File: config.mk
export PLATFORM = sky130hd
export DESIGN_NAME = filt_sample_uart_tx_flat
export DESIGN_NICKNAME = d
export VERILOG_FILES = /design/src/rtl/filt_sample_uart_tx_if.sv /design/src/rtl/filt_sample_uart_tx.sv /design/src/flat_wrapper.sv
export SDC_FILE = /design/constraint.sdc
export NUM_CORES = 1
export LEC_CHECK = 0
export BUFFER_PORTS_ARGS = -buffer_cell sky130_fd_sc_hd__buf_4
export CAP_MARGIN = 20
export CORE_MARGIN = 5
export CORE_UTILIZATION = 60
export CTS_BUF_LIST = sky130_fd_sc_hd__clkbuf_8
export CTS_CLUSTER_SIZE = 20
export DETAILED_ROUTE_END_ITERATION = 10
export PLACE_DENSITY = 0.84
export SETUP_SLACK_MARGIN = 0.2
export SLEW_MARGIN = 0
export SYNTH_ARGS = -nofsm -noshare
export SYNTH_HDL_FRONTEND = slang
export SYNTH_SLANG_ARGS = --single-unit
File: constraint.sdc
create_clock -name clk -period 4.8 [get_ports clk]
set_clock_uncertainty 0.05 [all_clocks]
set_input_delay 0 -clock clk [delete_from_list [all_inputs] [get_ports clk]]
set_output_delay 0 -clock clk [all_outputs]
set_load 0.01 [all_outputs]
File: src/rtl/filt_sample_uart_tx_if.sv
// Sample-in / UART-out bundle for filt_sample_uart_tx; the DUT takes the slave view.
interface filt_sample_uart_tx_if #(
  parameter int FIFO_DEPTH = 16
);
  localparam int CW = $clog2(FIFO_DEPTH) + 1;

  logic [7:0]    sample_in;
  logic          sample_valid;
  logic          tx;
  logic          tx_busy;
  logic          frame_done;
  logic [CW-1:0] fifo_count;
  logic          overflow;

  modport master (
    output sample_in, sample_valid,
    input  tx, tx_busy, frame_done, fifo_count, overflow
  );

  modport slave (
    input  sample_in, sample_valid,
    output tx, tx_busy, frame_done, fifo_count, overflow
  );
endinterface

File: src/rtl/filt_sample_uart_tx.sv
// Decimates the filtered sample stream, buffers it and sends 8N1 UART frames; push->tx low in 2 cycles.
// No backpressure: samples arriving at a full FIFO without a same-cycle pop are dropped and flagged sticky.
module filt_sample_uart_tx #(
  parameter int CLKS_PER_BIT = 434,
  parameter int FIFO_DEPTH   = 16,
  parameter int DECIMATE     = 1
) (
  input  logic                  clk,
  input  logic                  reset,
  filt_sample_uart_tx_if.slave  bus
);
  localparam int AW = $clog2(FIFO_DEPTH);
  localparam int CW = AW + 1;
  localparam int BW = $clog2(CLKS_PER_BIT);
  localparam int DW = (DECIMATE > 1) ? $clog2(DECIMATE) : 1;

  typedef enum logic [1:0] {IDLE, START, DATA, STOP} state_t;

  state_t        state_q, state_d;
  logic [BW-1:0] baud_q, baud_d;
  logic [2:0]    bit_q, bit_d;
  logic [7:0]    shift_q, shift_d;
  logic          tx_q, tx_d;
  logic [DW-1:0] dec_q, dec_d;
  logic [AW-1:0] wr_q, rd_q;
  logic [CW-1:0] count_q;
  logic          overflow_q;
  logic [7:0]    mem_q [FIFO_DEPTH];

  logic push_req, push, pop, baud_last;

  assign push_req  = bus.sample_valid && (dec_q == '0);
  assign push      = push_req && ((count_q < CW'(FIFO_DEPTH)) || pop);
  assign baud_last = (baud_q == BW'(CLKS_PER_BIT - 1));

  always_comb begin
    dec_d = dec_q;
    if (bus.sample_valid) begin
      dec_d = (dec_q == DW'(DECIMATE - 1)) ? '0 : dec_q + DW'(1);
    end
  end

  always_ff @(posedge clk or posedge reset) begin
    if (reset) begin
      dec_q      <= '0;
      wr_q       <= '0;
      rd_q       <= '0;
      count_q    <= '0;
      overflow_q <= 1'b0;
    end else begin
      dec_q      <= dec_d;
      if (push) wr_q <= wr_q + AW'(1);
      if (pop)  rd_q <= rd_q + AW'(1);
      count_q    <= count_q + CW'(push) - CW'(pop);
      overflow_q <= overflow_q | (push_req & ~push);
    end
  end

  always_ff @(posedge clk) begin
    if (push) mem_q[wr_q] <= bus.sample_in;
  end

  // Pop decisions use count_q, so a byte written this cycle is never read this cycle.
  always_comb begin
    state_d = state_q;
    baud_d  = baud_q;
    bit_d   = bit_q;
    shift_d = shift_q;
    pop     = 1'b0;
    unique case (state_q)
      IDLE: begin
        baud_d = '0;
        if (count_q != '0) begin
          pop     = 1'b1;
          shift_d = mem_q[rd_q];
          state_d = START;
        end
      end
      START: begin
        baud_d = baud_q + BW'(1);
        if (baud_last) begin
          baud_d  = '0;
          bit_d   = '0;
          state_d = DATA;
        end
      end
      DATA: begin
        baud_d = baud_q + BW'(1);
        if (baud_last) begin
          baud_d  = '0;
          shift_d = {1'b0, shift_q[7:1]};
          bit_d   = bit_q + 3'd1;
          if (bit_q == 3'd7) state_d = STOP;
        end
      end
      STOP: begin
        baud_d = baud_q + BW'(1);
        if (baud_last) begin
          baud_d  = '0;
          state_d = IDLE;
          if (count_q != '0) begin
            pop     = 1'b1;
            shift_d = mem_q[rd_q];
            state_d = START;
          end
        end
      end
      default: state_d = IDLE;
    endcase

    tx_d = 1'b1;
    if (state_d == START)     tx_d = 1'b0;
    else if (state_d == DATA) tx_d = shift_d[0];
  end

  always_ff @(posedge clk or posedge reset) begin
    if (reset) begin
      state_q <= IDLE;
      baud_q  <= '0;
      bit_q   <= '0;
      shift_q <= '0;
      tx_q    <= 1'b1;
    end else begin
      state_q <= state_d;
      baud_q  <= baud_d;
      bit_q   <= bit_d;
      shift_q <= shift_d;
      tx_q    <= tx_d;
    end
  end

  assign bus.tx         = tx_q;
  assign bus.tx_busy    = (state_q != IDLE);
  assign bus.frame_done = (state_q == STOP) && baud_last;
  assign bus.fifo_count = count_q;
  assign bus.overflow   = overflow_q;
endmodule

File: src/flat_wrapper.sv
// flat-port wrapper written by rule: the top's interface ports become plain ports
module filt_sample_uart_tx_flat 
#(
  parameter int CLKS_PER_BIT = 434,
  parameter int FIFO_DEPTH   = 16,
  parameter int DECIMATE     = 1
)
  (clk, reset, bus_sample_in, bus_sample_valid, bus_tx, bus_tx_busy, bus_frame_done, bus_fifo_count, bus_overflow);
  filt_sample_uart_tx_if #(.FIFO_DEPTH(FIFO_DEPTH)) bus_i ();
  input  logic clk;
  input  logic reset;
  input wire logic [$bits(bus_i.sample_in)-1:0] bus_sample_in;
  input wire logic [$bits(bus_i.sample_valid)-1:0] bus_sample_valid;
  output wire logic [$bits(bus_i.tx)-1:0] bus_tx;
  output wire logic [$bits(bus_i.tx_busy)-1:0] bus_tx_busy;
  output wire logic [$bits(bus_i.frame_done)-1:0] bus_frame_done;
  output wire logic [$bits(bus_i.fifo_count)-1:0] bus_fifo_count;
  output wire logic [$bits(bus_i.overflow)-1:0] bus_overflow;
  assign bus_i.sample_in = bus_sample_in;
  assign bus_i.sample_valid = bus_sample_valid;
  assign bus_tx = bus_i.tx;
  assign bus_tx_busy = bus_i.tx_busy;
  assign bus_frame_done = bus_i.frame_done;
  assign bus_fifo_count = bus_i.fifo_count;
  assign bus_overflow = bus_i.overflow;
  filt_sample_uart_tx #(.CLKS_PER_BIT(CLKS_PER_BIT), .FIFO_DEPTH(FIFO_DEPTH), .DECIMATE(DECIMATE)) u_core (.clk(clk), .reset(reset), .bus(bus_i));
endmodule
==> results.sh, run 1 <==
export IMPL_grt_max_degree=38
export IMPL_p_leak_nw=2.87
export IMPL_worst_ep_required_time_ns=5.12
export IMPL_initial_core_util_pct=61.4
export IMPL_path_clk_slew_ns=0.09
export IMPL_dpl_hpwl_mm=8.98
export IMPL_dp_slack_ns=1.41
export IMPL_hold_path_class="in2async"
export IMPL_ioPinCount=20
export IMPL_layout_common_cells="edfxtp_1 (128), dfrtp_1 (35), nor2_1 (26)"
export IMPL_synth_avg_cell_area_um2=16.5
export IMPL_grt_pass1_vias=3837
export IMPL_synth_seq_cells=165
export IMPL_grt_pass1_wl_mm=21.2
export IMPL_cts_tree="built"
export IMPL_clock_latency_ns=0.45
export IMPL_ys_seq_area_share_pct=67.7
export IMPL_startpoint_type="register"
export IMPL_worst_pin_slew_ns=0.944
export IMPL_tns_ns=0
export IMPL_p_total_mw=3.16
export IMPL_synth_nets=458
export IMPL_layout_min_cycle_time_ns=3.25
export IMPL_critical_path_max_stage_delay_ns=0.59
export IMPL_htree_levels=4
export IMPL_path_depth=13
export IMPL_path_cells="inv_1, ha_1, or4b_1, o21ai_0, nor2_1, ha_1, inv_1, ha_1, fa_1, a21oi_1, nor2_1, nor2_1, xnor2_1"
export IMPL_cpLargestDelayFamily="adder cells"
export IMPL_drive_above_1_share_pct=18.8
export IMPL_synthDistinctLibCells=49
export IMPL_io_buffer_count=19
export IMPL_fin_util_pct=68.2
export IMPL_maxSlewHeadroom_pct=36.8
export IMPL_clock_path_buffers=2
export IMPL_outcome="finished, final reports clean"
export IMPL_wl_per_cell_um=21.9
export IMPL_r2r_cells=13
export IMPL_die_x_um=118
export IMPL_drt_iter0_drc=306
export IMPL_num_rows=39
export IMPL_slew_viol_final=0
export IMPL_antennaDiodeCount=0
export IMPL_rsz0062_at_grt="false"
export IMPL_synth_flop_cell="edfxtp_1"
export IMPL_first_pass_iters=4
export IMPL_powerDensity_mw_per_mm2=405
export IMPL_antenna_found_initial=0
export IMPL_die_area_mm2=0.0140
export IMPL_startpoint="u_core.bus.fifo_count[2]"
export IMPL_drc=0
export IMPL_max_freq_mhz=308
export IMPL_finalWorstSetupSlack_ns=1.55
export IMPL_syn_inst=426
export IMPL_worst_ir_drop_vdd_mv=0.285
export IMPL_viasPerCell=6.16
export IMPL_via_count=3833
export IMPL_path_class="reg2reg"
export IMPL_cts_buffers=17
export IMPL_fin_crit_sh_pct=67.7
export IMPL_final_nets=498
export IMPL_core_area_mm2=0.0115
export IMPL_drv_cap=0
export IMPL_slowest_stage="or4b_1"
export IMPL_finalSetupViolCount=0
export IMPL_worstPathMaxFanout=7
export IMPL_area_delta_synth_final_pct=11.0
export IMPL_worstPathArrival_ns=3.57
export IMPL_drtAntennaViolNets=0
export IMPL_final_hold_viol_count=0
export IMPL_root_buffer="clkbuf_8"
export IMPL_synth_warnings=0
export IMPL_cts_setup_buffers=0
export IMPL_async_reset_ff_share_pct=22.4
export IMPL_reg2reg_from="u_core.bus.fifo_count[2]"
export IMPL_timing_hold_ws_ns=0.151
export IMPL_syn_area_mm2=0.00704
export IMPL_overflow=0
export IMPL_place_gp_congestion=0.829
export IMPL_fp_dieH_um=118
export IMPL_cp_num_buf_inv=2
export IMPL_numClockSinks=165
export IMPL_wl_mm=13.6
export IMPL_critPathCaptureType="register"
export IMPL_grt_total_usage_pct=20.2
export IMPL_mostFrequentLayoutCell="edfxtp_1"
export IMPL_synth_edf_count=128
[logic make-up after synthesis]
kind of cell,Yosys count,share of synthesized area [%]
mux,44,12.0
simple gates,84,6.09
xor+xnor,16,1.99
buf+inv,35,2.56
flops,165,67.7
compound gates,61,5.81
fa+ha+maj,21,3.84
[flip-flops by register name, indices dropped and copies added, names as in the netlist]
register / cells
u_core.shift_q: 8
u_core.mem_q: 128
u_core.rd_q: 4
u_core.bus.fifo_count: 5
u_core.state_q: 2
u_core.baud_q: 9
u_core.wr_q: 4
u_core.bus.overflow: 1
u_core.bit_q: 3
u_core.bus.tx: 1
[path summary, 6_finish.rpt]
check                      slack [ns]                  endpoint
setup reg to reg                 1.55  u_core.bus.fifo_count[4]
hold / removal                   0.15            u_core.wr_q[3]
hold reg to reg                  0.44       u_core.bus.overflow
min in group clk                 0.32       u_core.bus.overflow
max in group asynchronous        4.18             u_core.bus.tx
setup / recovery                 1.55  u_core.bus.fifo_count[4]
[synth_stat cells, types with 3 or more instances]
cell | instances | area (um^2)
a211oi_1 | 5 | 37.5
a21oi_1 | 12 | 60.1
a221o_1 | 6 | 60.1
a22oi_1 | 5 | 37.5
and2_1 | 5 | 31.3
and3_1 | 6 | 37.5
buf_6 | 4 | 45.0
clkbuf_1 | 7 | 26.3
dfrtp_1 | 36 | 901
edfxtp_1 | 128 | 3840
ha_1 | 20 | 250
inv_1 | 18 | 67.6
mux2_2 | 9 | 101
mux2i_1 | 7 | 70.1
mux4_1 | 11 | 289
mux4_2 | 17 | 383
nand2_1 | 16 | 60.1
nand3_1 | 8 | 40.0
nor2_1 | 26 | 97.6
nor2b_1 | 7 | 43.8
nor3b_1 | 4 | 30.0
o21ai_0 | 15 | 75.1
o21bai_1 | 3 | 22.5
o22ai_1 | 4 | 25.0
or2_2 | 3 | 18.8
xnor2_1 | 10 | 87.6
xor2_1 | 6 | 52.6
[cell type report]
type | instances | area [um^2]
sequential | 165 | 4770
inverter | 19 | 71.3
multi-input combinational | 226 | 2090
timing repair buffer | 37 | 300
fill | 707 | 3650
clock inverter | 15 | 171
tap | 143 | 179
clock buffer | 17 | 234
[what timing repair did]
action / 4_1_cts / 5_1_grt
gates resized for setup: 0 / 0
endpoints found under the setup margin: 0 / 0
hold buffers: 10 / 0
hold endpoints to repair: 166 / 0
[report_power, final]
group | leakage, nW | internal [mW] | switching [mW]
combinational | 1.05 | 0.178 | 0.242
clock | 0.214 | 0.481 | 0.538
sequential | 1.60 | 1.65 | 0.0751
[per-layer routing]
layer  global-route usage, %  share of wire [%]  vias to the layer above  wire [um]
li1                        -                  -                     1731          -
met1                    26.7                 41                     1940       5590
met2                    32.5                 51                      141       6950
met3                    5.40                6.4                       21        870
met4                    7.81                1.5                        0        211
met5                       0                  0                        -          0
[through the flow]
stage | std cells | instance area (um^2)
6_report | 622 | 7820
4_1_cts | 620 | 7810
3_5_place_dp | 578 | 7300
3_3_place_gp | 578 | 7300
2_1_floorplan | 426 | 7040
5_1_grt | 622 | 7820
[worst reg2reg max path, stage by stage, from the launching register on]
cell and delay (ns):
dfrtp_1 0.41, inv_1 0.10, ha_1 0.17, or4b_1 0.59, o21ai_0 0.20, nor2_1 0.20, ha_1 0.32, inv_1 0.04
ha_1 0.20, fa_1 0.42, a21oi_1 0.17, nor2_1 0.05, nor2_1 0.12, xnor2_1 0.13
Power figures use the tool's default switching activity.
==> run 2: changes to the inputs <==
Settings changed: ABC_AREA set to 1, CORE_UTILIZATION 60 to 58, PLACE_DENSITY 0.84 to 0.85.
Clock period 4.8 ns to 2.6 ns, I/O delays scaled along.
==> run 2 against run 1 <==
  * Via count is 35% higher
  * Power is 84% higher
  * Worst hold slack better by 0.029 ns
  * Critical path type unchanged
  * Critical endpoint unchanged
  * Highest routed layer unchanged
==> results.sh, run 2 <==
export IMPL_syn_inst=680
export IMPL_overflow=0
export IMPL_startpoint_type="register"
export IMPL_grt_pass1_vias=4947
export IMPL_layout_common_cells="nand2_1 (152), edfxtp_1 (128), nor2_1 (76)"
export IMPL_synthMuxAreaShare_pct=0.136
export IMPL_regMostFlops="u_core.mem_q"
export IMPL_startpoint="u_core.bus.fifo_count[1]"
export IMPL_numClockSinks=165
export IMPL_final_hold_viol_count=0
export IMPL_synthAdderAreaFrac_pct=3.67
export IMPL_path_clk_slew_ns=0.09
export IMPL_synth_most_common_cell="nand2_1"
export IMPL_largest_reg_flops=128
export IMPL_io_buffer_count=19
export IMPL_ioPinCount=20
export IMPL_synth_edf_count=128
export IMPL_layout_min_cycle_time_ns=2.52
export IMPL_wl_per_cell_um=17.3
export IMPL_p_int_mw=4.12
export IMPL_viasPerCell=5.54
export IMPL_p_sw_share_pct=29.2
export IMPL_clkPwrFrac_pct=27.8
export IMPL_critPathCaptureType="register"
export IMPL_drt_iter0_drc=625
export IMPL_hold_path_class="in2async"
export IMPL_ys_top_cells_by_count="nand2_1 (154), edfxtp_1 (128), nor2_1 (77)"
export IMPL_r2r_slack_ns=0.08
export IMPL_clock_path_buffers=2
export IMPL_root_buffer="clkbuf_8"
export IMPL_synth_avg_cell_area_um2=10.8
export IMPL_worst_pin_slew_ns=0.487
export IMPL_grt_pass1_wl_mm=25.3
export IMPL_fp_dieH_um=123
export IMPL_powerDensity_mw_per_mm2=686
export IMPL_via_count=5157
export IMPL_yosysTopAreaCell="edfxtp_1"
export IMPL_seq_power_share_pct=53.7
export IMPL_r2r_end="u_core.bus.fifo_count[4]"
export IMPL_tns_ns=0
export IMPL_layout_cells_non_filler=931
export IMPL_grt_total_usage_pct=22.5
export IMPL_final_fill_count=855
export IMPL_die_x_um=123
export IMPL_first_pass_iters=5
export IMPL_worstPathArrival_ns=2.85
export IMPL_dp_cells=878
export IMPL_antennaDiodeCount=0
export IMPL_mostFrequentLayoutCell="nand2_1"
export IMPL_synth_warnings=0
export IMPL_switching_power_mw=1.70
export IMPL_clock_latency_ns=0.46
export IMPL_die_area_mm2=0.0151
export IMPL_dp_slack_ns=-0.0181
export IMPL_synth_top_family_by_area="simple AND/OR/NAND/NOR gates"
export IMPL_drc=0
export IMPL_final_nets=778
export IMPL_cts_buffers=17
export IMPL_place_gp_congestion=0.851
export IMPL_dpl_hpwl_mm=10.3
export IMPL_top_regs="u_core.mem_q (128), u_core.baud_q (9), u_core.shift_q (8)"
export IMPL_ys_seq_area_share_pct=64.7
export IMPL_p_leak_nw=3.49
export IMPL_synth_flop_cell="edfxtp_1"
export IMPL_finalSetupViolCount=0
export IMPL_synth_seq_cells=165
export IMPL_async_reset_ff_share_pct=22.4
export IMPL_drv_cap=0
export IMPL_grt_max_degree=72
export IMPL_synth_nets=712
export IMPL_slew_viol_final=0
export IMPL_antenna_found_initial=0
export IMPL_outcome="finished, final reports clean"
export IMPL_synth_xor_area_share_pct=1.07
export IMPL_initial_core_util_pct=58.9
export IMPL_combPwrFrac_pct=18.5
export IMPL_area_delta_synth_final_pct=14.9
export IMPL_rsz0062_at_grt="true"
export IMPL_syn_area_mm2=0.00737
export IMPL_yosys_area_share_simple_pct=17.6
export IMPL_core_area_mm2=0.0125
export IMPL_maxSlewHeadroom_pct=67.5
export IMPL_fin_crit_sh_pct=96.7
export IMPL_synth_area_top_cells="edfxtp_1 (52%), dfrtp_1 (12%), nand2_1 (7.8%), nor2_1 (3.9%), ha_1 (3.4%)"
export IMPL_reg2reg_from="u_core.bus.fifo_count[1]"
export IMPL_num_rows=41
export IMPL_htree_levels=4
export IMPL_synth_top_cell_area_share_pct=52.1
export IMPL_max_freq_mhz=398
export IMPL_drtAntennaViolNets=0
export IMPL_worst_ir_drop_vdd_mv=0.420
export IMPL_synth_compound_area_share_pct=8.15
export IMPL_wl_mm=16.1
export IMPL_cts_tree="built"
export IMPL_path_class="reg2reg"
export IMPL_r2r_cells=14
export IMPL_worst_ep_required_time_ns=2.94
export IMPL_worstPathMaxFanout=4
export IMPL_finalWorstSetupSlack_ns=0.0849
export IMPL_synthDistinctLibCells=42
export IMPL_endpoint="u_core.bus.fifo_count[4]"
export IMPL_drive_above_1_share_pct=18.3
## run 2: cell types whose count changed after synthesis, sizes merged, moves of 9 or more
cell   previous run  this run
buf               9        18
xnor2            10         1
inv              18        58
o21ai            15        49
nor2             26        80
mux4             28         0
a21oi            12        38
nand2            16       167
mux2              9         0
nand3             8        39
## run 2: cell families (layout without fill, tap and decap cells)
kind of cell	after synthesis	after routing
xor+xnor	9	9
compound gates	105	105
simple gates	296	296
fa+ha+maj	21	21
mux	1	1
buf+inv	83	162
flops	165	165
## run 2: cell type report
cell class / instances / area [um^2] / share of cell area (%)
flip-flops and latches: 165 / 4770 / 56.3
multi-input cells: 432 / 2330 / 27.5
repair buffers: 69 / 568 / 6.70
inverters: 61 / 240 / 2.83
clock buffers: 17 / 234 / 2.76
well taps: 172 / 215 / 2.54
clock inverters: 15 / 114 / 1.34
## run 2: metrics by stage
step	util [%]	hold slack [ns]	total power, mW	area, um^2
floorplan	-	0.0489	3.77	7420
global placement	63.2	0.0912	4.04	7910
detailed placement	63.2	0.111	4.11	7910
CTS	67.5	0.170	5.74	8450
global route	67.7	0.219	6.06	8480
finish	67.7	0.180	5.82	8480
## run 2: power by group through the flow
stage / clock [mW] / combinational (mW) / sequential, mW
CTS: 1.63 / 0.991 / 3.11
detailed placement: 0 / 0.931 / 3.18
floorplan: 0 / 0.580 / 3.19
finish: 1.62 / 1.08 / 3.12
global route: 1.76 / 1.16 / 3.14
global placement: 0 / 0.876 / 3.17
## run 2: worst max-delay path: stages (launching register included)
cell     delay, ns
dfrtp_1       0.44
nor2_2        0.20
nand3_4       0.13
nand2_2       0.12
o22ai_4       0.08
nand2_4       0.10
inv_4         0.04
ha_4          0.25
inv_2         0.04
ha_4          0.15
fa_2          0.35
a21oi_2       0.15
nor2_1        0.06
nor2_1        0.12
xor2_1        0.16
## run 2: how the worst min path moves through the flow
stage,start,endpoint,cells after the start
2_1_floorplan,bus_sample_in[0],u_core.mem_q[0][0],0
3_3_place_gp,reset,u_core.baud_q[0],3
3_5_place_dp,reset,u_core.bus.overflow,3
4_1_cts,reset,u_core.bus.fifo_count[2],4
5_1_grt,reset,u_core.baud_q[1],4
6_report,reset,u_core.baud_q[3],4
## run 2: routing by layer
layer  vias to the layer above  part of all wire (%)  global-route usage [%]
met5                         -                     0                       0
met1                      2490                    40                    28.9
li1                       2431                     -                       -
met3                        29                   6.1                    4.33
met4                         0                   1.6                    7.91
met2                       207                    52                    38.5
## run 2: timing repair
action                     4_1_cts  5_1_grt
gates cloned                     0        0
gates resized for setup          6        5
buffers inserted                 9        2
pin swaps                        9        1
hold buffers                    10        0
hold endpoints to repair       171        0
setup endpoints to repair        1        3
